## src/rtl/adder_req_arbiter.sv

```systemverilog
// Two-requester front end for a shared adder: round-robin grant into a
// registered issue stage, with a tag FIFO that routes results back in grant order.
module adder_req_arbiter #(
  parameter int DATA_IN_WIDTH = 8,
  parameter int TAG_DEPTH     = 4
) (
  input  logic                     clk_i,
  input  logic                     arst_n,
  input  logic [DATA_IN_WIDTH-1:0] req0_a,
  input  logic [DATA_IN_WIDTH-1:0] req0_b,
  input  logic                     req0_valid,
  output logic                     req0_ready,
  input  logic [DATA_IN_WIDTH-1:0] req1_a,
  input  logic [DATA_IN_WIDTH-1:0] req1_b,
  input  logic                     req1_valid,
  output logic                     req1_ready,
  output logic [DATA_IN_WIDTH:0]   rsp0_data,
  output logic                     rsp0_valid,
  input  logic                     rsp0_ready,
  output logic [DATA_IN_WIDTH:0]   rsp1_data,
  output logic                     rsp1_valid,
  input  logic                     rsp1_ready,
  output logic [DATA_IN_WIDTH-1:0] op_a,
  output logic [DATA_IN_WIDTH-1:0] op_b,
  output logic                     op_a_valid,
  output logic                     op_b_valid,
  input  logic                     op_a_ready,
  input  logic                     op_b_ready,
  input  logic [DATA_IN_WIDTH:0]   res_in,
  input  logic                     res_in_valid,
  output logic                     res_in_ready,
  output logic                     err_o
);

  localparam int PTR_W = $clog2(TAG_DEPTH);
  localparam int CNT_W = PTR_W + 1;
  localparam logic [CNT_W-1:0] FULL_CNT = CNT_W'(TAG_DEPTH);

  logic [DATA_IN_WIDTH-1:0] op_a_q, op_a_d;
  logic [DATA_IN_WIDTH-1:0] op_b_q, op_b_d;
  logic                     a_pend_q, a_pend_d;
  logic                     b_pend_q, b_pend_d;
  logic                     last_grant_q, last_grant_d;
  logic [PTR_W-1:0]         wr_ptr_q, wr_ptr_d;
  logic [PTR_W-1:0]         rd_ptr_q, rd_ptr_d;
  logic [CNT_W-1:0]         count_q, count_d;
  logic                     err_q, err_d;
  logic                     run_q;
  logic [TAG_DEPTH-1:0]     tag_q;

  logic tag_full, tag_empty, can_grant;
  logic gnt0, gnt1, push, pop, head;

  // Grant and result routing are purely combinational on registered state.
  always_comb begin
    tag_full  = (count_q == FULL_CNT);
    tag_empty = (count_q == '0);
    // run_q keeps every ready low while reset is held and for the first edge after.
    can_grant = run_q && !a_pend_q && !b_pend_q && !tag_full;

    gnt1 = req1_valid && (!req0_valid || !last_grant_q);
    gnt0 = req0_valid && !gnt1;

    req0_ready = can_grant && gnt0;
    req1_ready = can_grant && gnt1;
    push       = (req0_valid && req0_ready) || (req1_valid && req1_ready);

    head         = tag_q[rd_ptr_q];
    rsp0_data    = res_in;
    rsp1_data    = res_in;
    rsp0_valid   = !tag_empty && !head && res_in_valid;
    rsp1_valid   = !tag_empty &&  head && res_in_valid;
    res_in_ready = !tag_empty && (head ? rsp1_ready : rsp0_ready);
    pop          = res_in_valid && res_in_ready;

    op_a       = op_a_q;
    op_b       = op_b_q;
    op_a_valid = a_pend_q;
    op_b_valid = b_pend_q;
    err_o      = err_q;
  end

  // NOTE: every *_d gets its hold value first so no path through this block can infer a latch.
  always_comb begin
    op_a_d       = op_a_q;
    op_b_d       = op_b_q;
    a_pend_d     = a_pend_q;
    b_pend_d     = b_pend_q;
    last_grant_d = last_grant_q;
    wr_ptr_d     = wr_ptr_q;
    rd_ptr_d     = rd_ptr_q;
    count_d      = count_q;
    err_d        = err_q | (tag_empty && res_in_valid);

    if (op_a_valid && op_a_ready) a_pend_d = 1'b0;
    if (op_b_valid && op_b_ready) b_pend_d = 1'b0;

    if (push) begin
      op_a_d       = gnt1 ? req1_a : req0_a;
      op_b_d       = gnt1 ? req1_b : req0_b;
      a_pend_d     = 1'b1;
      b_pend_d     = 1'b1;
      last_grant_d = gnt1;
      wr_ptr_d     = wr_ptr_q + PTR_W'(1);
    end

    if (pop) rd_ptr_d = rd_ptr_q + PTR_W'(1);

    case ({push, pop})
      2'b10:   count_d = count_q + CNT_W'(1);
      2'b01:   count_d = count_q - CNT_W'(1);
      default: count_d = count_q;
    endcase
  end

  // NOTE: state registers use non-blocking assignments so all flops update from pre-edge values.
  always_ff @(posedge clk_i or negedge arst_n) begin
    if (!arst_n) begin
      op_a_q       <= '0;
      op_b_q       <= '0;
      a_pend_q     <= 1'b0;
      b_pend_q     <= 1'b0;
      last_grant_q <= 1'b1;
      wr_ptr_q     <= '0;
      rd_ptr_q     <= '0;
      count_q      <= '0;
      err_q        <= 1'b0;
      run_q        <= 1'b0;
    end else begin
      op_a_q       <= op_a_d;
      op_b_q       <= op_b_d;
      a_pend_q     <= a_pend_d;
      b_pend_q     <= b_pend_d;
      last_grant_q <= last_grant_d;
      wr_ptr_q     <= wr_ptr_d;
      rd_ptr_q     <= rd_ptr_d;
      count_q      <= count_d;
      err_q        <= err_d;
      run_q        <= 1'b1;
    end
  end

  // NOTE: tag storage is not reset; count_q gates every read, so stale entries are never observed.
  always_ff @(posedge clk_i) begin
    if (push) tag_q[wr_ptr_q] <= gnt1;
  end

endmodule
```

## config.mk

```make
export PLATFORM = sky130hd
export DESIGN_NAME = adder_req_arbiter
export DESIGN_NICKNAME = d
export VERILOG_FILES = /design/src/rtl/adder_req_arbiter.sv
export SDC_FILE = /design/constraint.sdc
export NUM_CORES = 1
export LEC_CHECK = 0
export BUFFER_PORTS_ARGS = -buffer_cell sky130_fd_sc_hd__buf_2
export CELL_PAD_IN_SITES_DETAIL_PLACEMENT = 1
export CELL_PAD_IN_SITES_GLOBAL_PLACEMENT = 2
export CORE_ASPECT_RATIO = 1.2
export CORE_UTILIZATION = 27
export CTS_CLUSTER_DIAMETER = 30
export DETAILED_ROUTE_END_ITERATION = 16
export HOLD_SLACK_MARGIN = 0.15
export PLACE_DENSITY_LB_ADDON = 0.05
export REMOVE_ABC_BUFFERS = 1
export SYNTH_ARGS = -nofsm -noshare
export SYNTH_HDL_FRONTEND = slang
export SYNTH_SLANG_ARGS = --single-unit
```

## constraint.sdc

```tcl
create_clock -name clk_i -period 2.6 [get_ports clk_i]
set_clock_uncertainty 0.1 [all_clocks]
set_input_delay 0.52 -clock clk_i [delete_from_list [all_inputs] [get_ports clk_i]]
set_output_delay 0.52 -clock clk_i [all_outputs]
set_load 0.05 [all_outputs]
```

[Yosys cells after proc, flatten, opt, wreduce, memory -nomap -nowiden]
Cells that the tools add are included.
Storage, ports and cells
  register bits after elaboration: 32
  bits of input ports: 50
  word-level logic and storage cells: 68
Cells by class
  add/subtract/negate cells: 4
  $lt $le $gt $ge: 3
  equal/unequal tests: 3
  muxes and demuxes: 13
  bitwise operators: 1
  reduce and logical (&&, ||, !) cells: 33
Operators by type and width (number)
  $logic_and 1x1->1: 19
  $mux 8: 2
  $logic_not 1->1: 8
  $mux 1: 7
  $lt 2x3->1 const B: 2
  $pmux 3 s2: 1
  $reduce_bool 2->1: 3
  $add 2x1->2 const B: 2
  $bwmux 4: 1
  $add 3x1->3 const B: 1
  $eq 3x3->1 const B: 1
  $logic_not 3->1: 1
  $sub 3x1->3 const B: 1
  $bmux 1 s2: 1
  $demux 1 s2: 1
  $eq 2x1->1 const B: 1
  $eq 2x2->1 const B: 1
  $ge 2x1->1 const B: 1
  $logic_or 1x1->1: 2
  $or 1x1->1: 1

[Depth between registers and ports, before layout]
  word-level depth: 10
  depth in mapped cells: 10

[Worst setup path after synthesis]
OpenSTA, ideal clock, no wires.
  path kind: reg2out
  start point: register a_pend_q, in the netlist op_a_valid
  end point: output req1_ready
  arrival: 2.081 ns
  required time: 1.980 ns
  path slack: -0.101 ns
  cell stages (with the launch flop): 5
  buffers on the path: 1
  cells stage by stage: dfrtp_1 or3b_4 a31oi_4 buf_6 nor2b_1
Between the ends
  word-level cells in the longest chain between the ends: 5
RTL lines
  from (decl): line 41  | logic a_pend_q, a_pend_d;
  from (signal assigned): line 132  | a_pend_q <= a_pend_d;
  $logic_not 1->1: line 59  | can_grant = run_q && !a_pend_q && !b_pend_q && !tag_full;
  $logic_and 1x1->1 (3 in a row): line 59
  $logic_and 1x1->1: line 65  | req1_ready = can_grant && gnt1;
  to (decl): line 16  | output logic req1_ready,
No other way between the ends.

[Worst setup path after layout]
  start point: register a_pend_q, in the netlist op_a_valid
  end point: output req0_ready
Between the ends
  word-level cells in the longest chain between the ends: 5
RTL lines
  $logic_not 1->1: line 59
  $logic_and 1x1->1 (3 in a row): line 59
  $logic_and 1x1->1: line 64  | req0_ready = can_grant && gnt0;
  to (decl): line 12  | output logic req0_ready,
No other way between the ends.

==> flow_summary.ini <==
[die]
start_util_pct = 27.9
fp-row-count = 32
die_h_um = 91.3
die_w_um = 76.4
io_pins = 92
core_area_um2 = 6450
die-area_um2 = 6980

[clock_network]
cts_made_buffers = 5
clock_path_buffers = 2
cts_tree = yes
clk_latency_ps = 270
clock-sinks = 32
htreeDepth = 2
clock-root-buffer = clkbuf_8
cts.clk_slew.worst_paths_ps = 60
postCtsSetupRepairBufs = 0
hold_buffers = 0
postCtsResizedCells = 0

[logic_synthesis]
async_reset_ff_share_pct = 87.5
ys_types = 33
syn_inst = 146
synth_top_family_by_area = compound AO/OA/AOI/OAI gates
synth_compound_area_share_pct = 23.1
synth_edf_count = 4
yosys.area_share.adder_pct = 4.60
synthMuxAreaShare_pct = 4.53
netlist_area_um2 = 1800
synth_seq_cells = 32
ys_seq_area_share_pct = 45.8
synth_xor_xnor_area_share_pct = 2.44
ys.flop_type = dfrtp_1
synth-simple-area-share_pct = 6.13
synth.avg_cell_area_um2 = 12.3
yosys_warnings = 0

[global_route]
grt_pass1_vias = 1468
use_met3_pct = 6.23
grt-ovfl-total = 0
grt_max_degree = 29
gr-usage-met1_pct = 15.3
grt_util_all_layers_pct = 14.1
antenna_found_initial = 0
grt_pass1_wl_um = 7510
use_met2_pct = 24.4
grt_busiest_layer = met2

[detailed_routing]
via_count = 1312
wirelength_um = 4480
viasPerCell = 4.64
drcViolationCount = 0
drt_iter0_drc = 30
ant_nets = 0
drtPass1Iterations = 2
avgRoutedWirePerCell_um = 15.8

[critical_path]
cp.required_ps = 1980
critical_path.startpoint_type = flip-flop
cp-end-kind = output port
worstPathMaxFanout = 7
r2r_end = count_q[2]
cp.arrival_ps = 1840
rr_worst_depth = 10
r2r_setup_slack_ps = 230
r2r_start = rd_ptr_q[1]
worstSetupPathType = reg -> out

[power_and_ir_drop]
irDropWorstVdd_mv = 0.548
p_total_mw = 2.95
power.density_cell_area_nw_per_um2 = 1370
p_leak_nw = 0.977

[place]
dp_cells = 275
hpwl_um = 3400
placed_area_um2 = 2060
port_buffers = 64
globalplace.congestion = 0.739

[sta]
rsz0062_at_grt = false
worst_pin_slew_ps = 697
hold_violations = 0
slew_headroom_pct = 53.6
final.min_clock_period_ps = 2460
fin_hold_ws_ps = 186
tns_ps = 0
timing.fmax_ghz = 0.407
setup_violations = 0
maxSlewViolCount = 0
fin_crit_sh_pct = 94.5

[final_layout]
stdcell_area_um2 = 2150
drive_gt1_share_pct = 48.5
diodes = 0
finalNonFillerCells = 283
area_delta_synth_final_pct = 19.7
final_nets = 253

[outcome]
run_status = completed

[run]
cap_violations = 0

[hold_path]
hold_class = in -> async
[metal layers]
layer | vias to the layer above | wire length (um)
met1 | 639 | 1740
met3 | 5 | 368
met5 | - | 0
li1 | 599 | -
met2 | 69 | 2320
met4 | 0 | 53
[how the worst max path moves through the flow]
stage                      startpoint    endpoint  slack [ps]  cells after the start
after floorplan            op_a_valid  count_q[2]        -460                     10
after global placement    rd_ptr_q[1]  count_q[2]         290                     10
after detailed placement  rd_ptr_q[1]  count_q[2]         220                     10
after CTS                  op_a_valid  req0_ready          70                      5
after global routing       op_a_valid  req0_ready          30                      5
final                      op_a_valid  req0_ready         140                      5
[per-stage QoR]
stage	setup slack (ps)	util (%)
4_1_cts	70.8	33.3
3_5_place_dp	216	31.9
6_report	143	33.3
2_1_floorplan	-460	-
3_3_place_gp	293	31.9
5_1_grt	25.8	33.3
[power breakdown]
group / switching, mW / leakage [nW] / internal, mW
Clock: 0.171 / 0.0455 / 0.216
Combinational: 1.08 / 0.582 / 0.584
Sequential: 0.170 / 0.350 / 0.736
Total: 1.42 / 0.977 / 1.54
[critical path, stage by stage, from the launching register on]
cell and delay [ps]:
dfrtp_1 390, or3b_4 410, a31oi_4 280, nand2_1 150, nor2_1 100, clkbuf_4 230
[cells in the mapped netlist (4+ instances only)]
library cell,instances,area share [%]
dfrtp_1,27,38
buf_4,19,7.9
a2bb2oi_2,16,13
o22ai_1,16,5.6
inv_1,9,1.9
mux2i_1,7,3.9
ha_1,5,3.5
nor2_1,5,1.0
and2_1,4,1.4
edfxtp_1,4,6.7
[cell families after synthesis]
group	count (synthesis)
AO/OA/AOI/OAI	40
XOR/XNOR	5
adder cells (fa/ha/maj)	6
buffers and inverters	34
flip-flops	32
multiplexers	8
other	1
AND/OR/NAND/NOR	20
[flip-flops by register name, summed over array words and instances, names as in the netlist]
register,flops
count_q,3
err_o,1
last_grant_q,1
op_a,8
op_a_valid,1
op_b,8
op_b_valid,1
rd_ptr_q,2
run_q,1
tag_q,4
wr_ptr_q,2
[placed cells by master (no fill, tap or decap), types with 2 or more instances in the layout]
cell type	n
dfrtp_1	27
nor2b_1	3
xnor2_1	2
a2bb2oi_2	16
nand2_1	3
edfxtp_1	4
buf_2	63
xor2_1	3
nand2b_1	2
mux2i_1	7
o21ai_0	3
nor2_1	5
ha_1	5
and2_1	4
o22ai_1	16
buf_4	5
clkbuf_1	2
inv_1	9
clkbuf_8	6
[layout make-up]
cell class / count / area (um2)
fillers: 741 / 4300
flip-flops and latches: 32 / 822
repair buffers: 69 / 360
multi-input cells: 80 / 737
inverters: 9 / 33.8
well taps: 85 / 106
clock buffers: 8 / 90.1
Power figures use the tool's default switching activity.
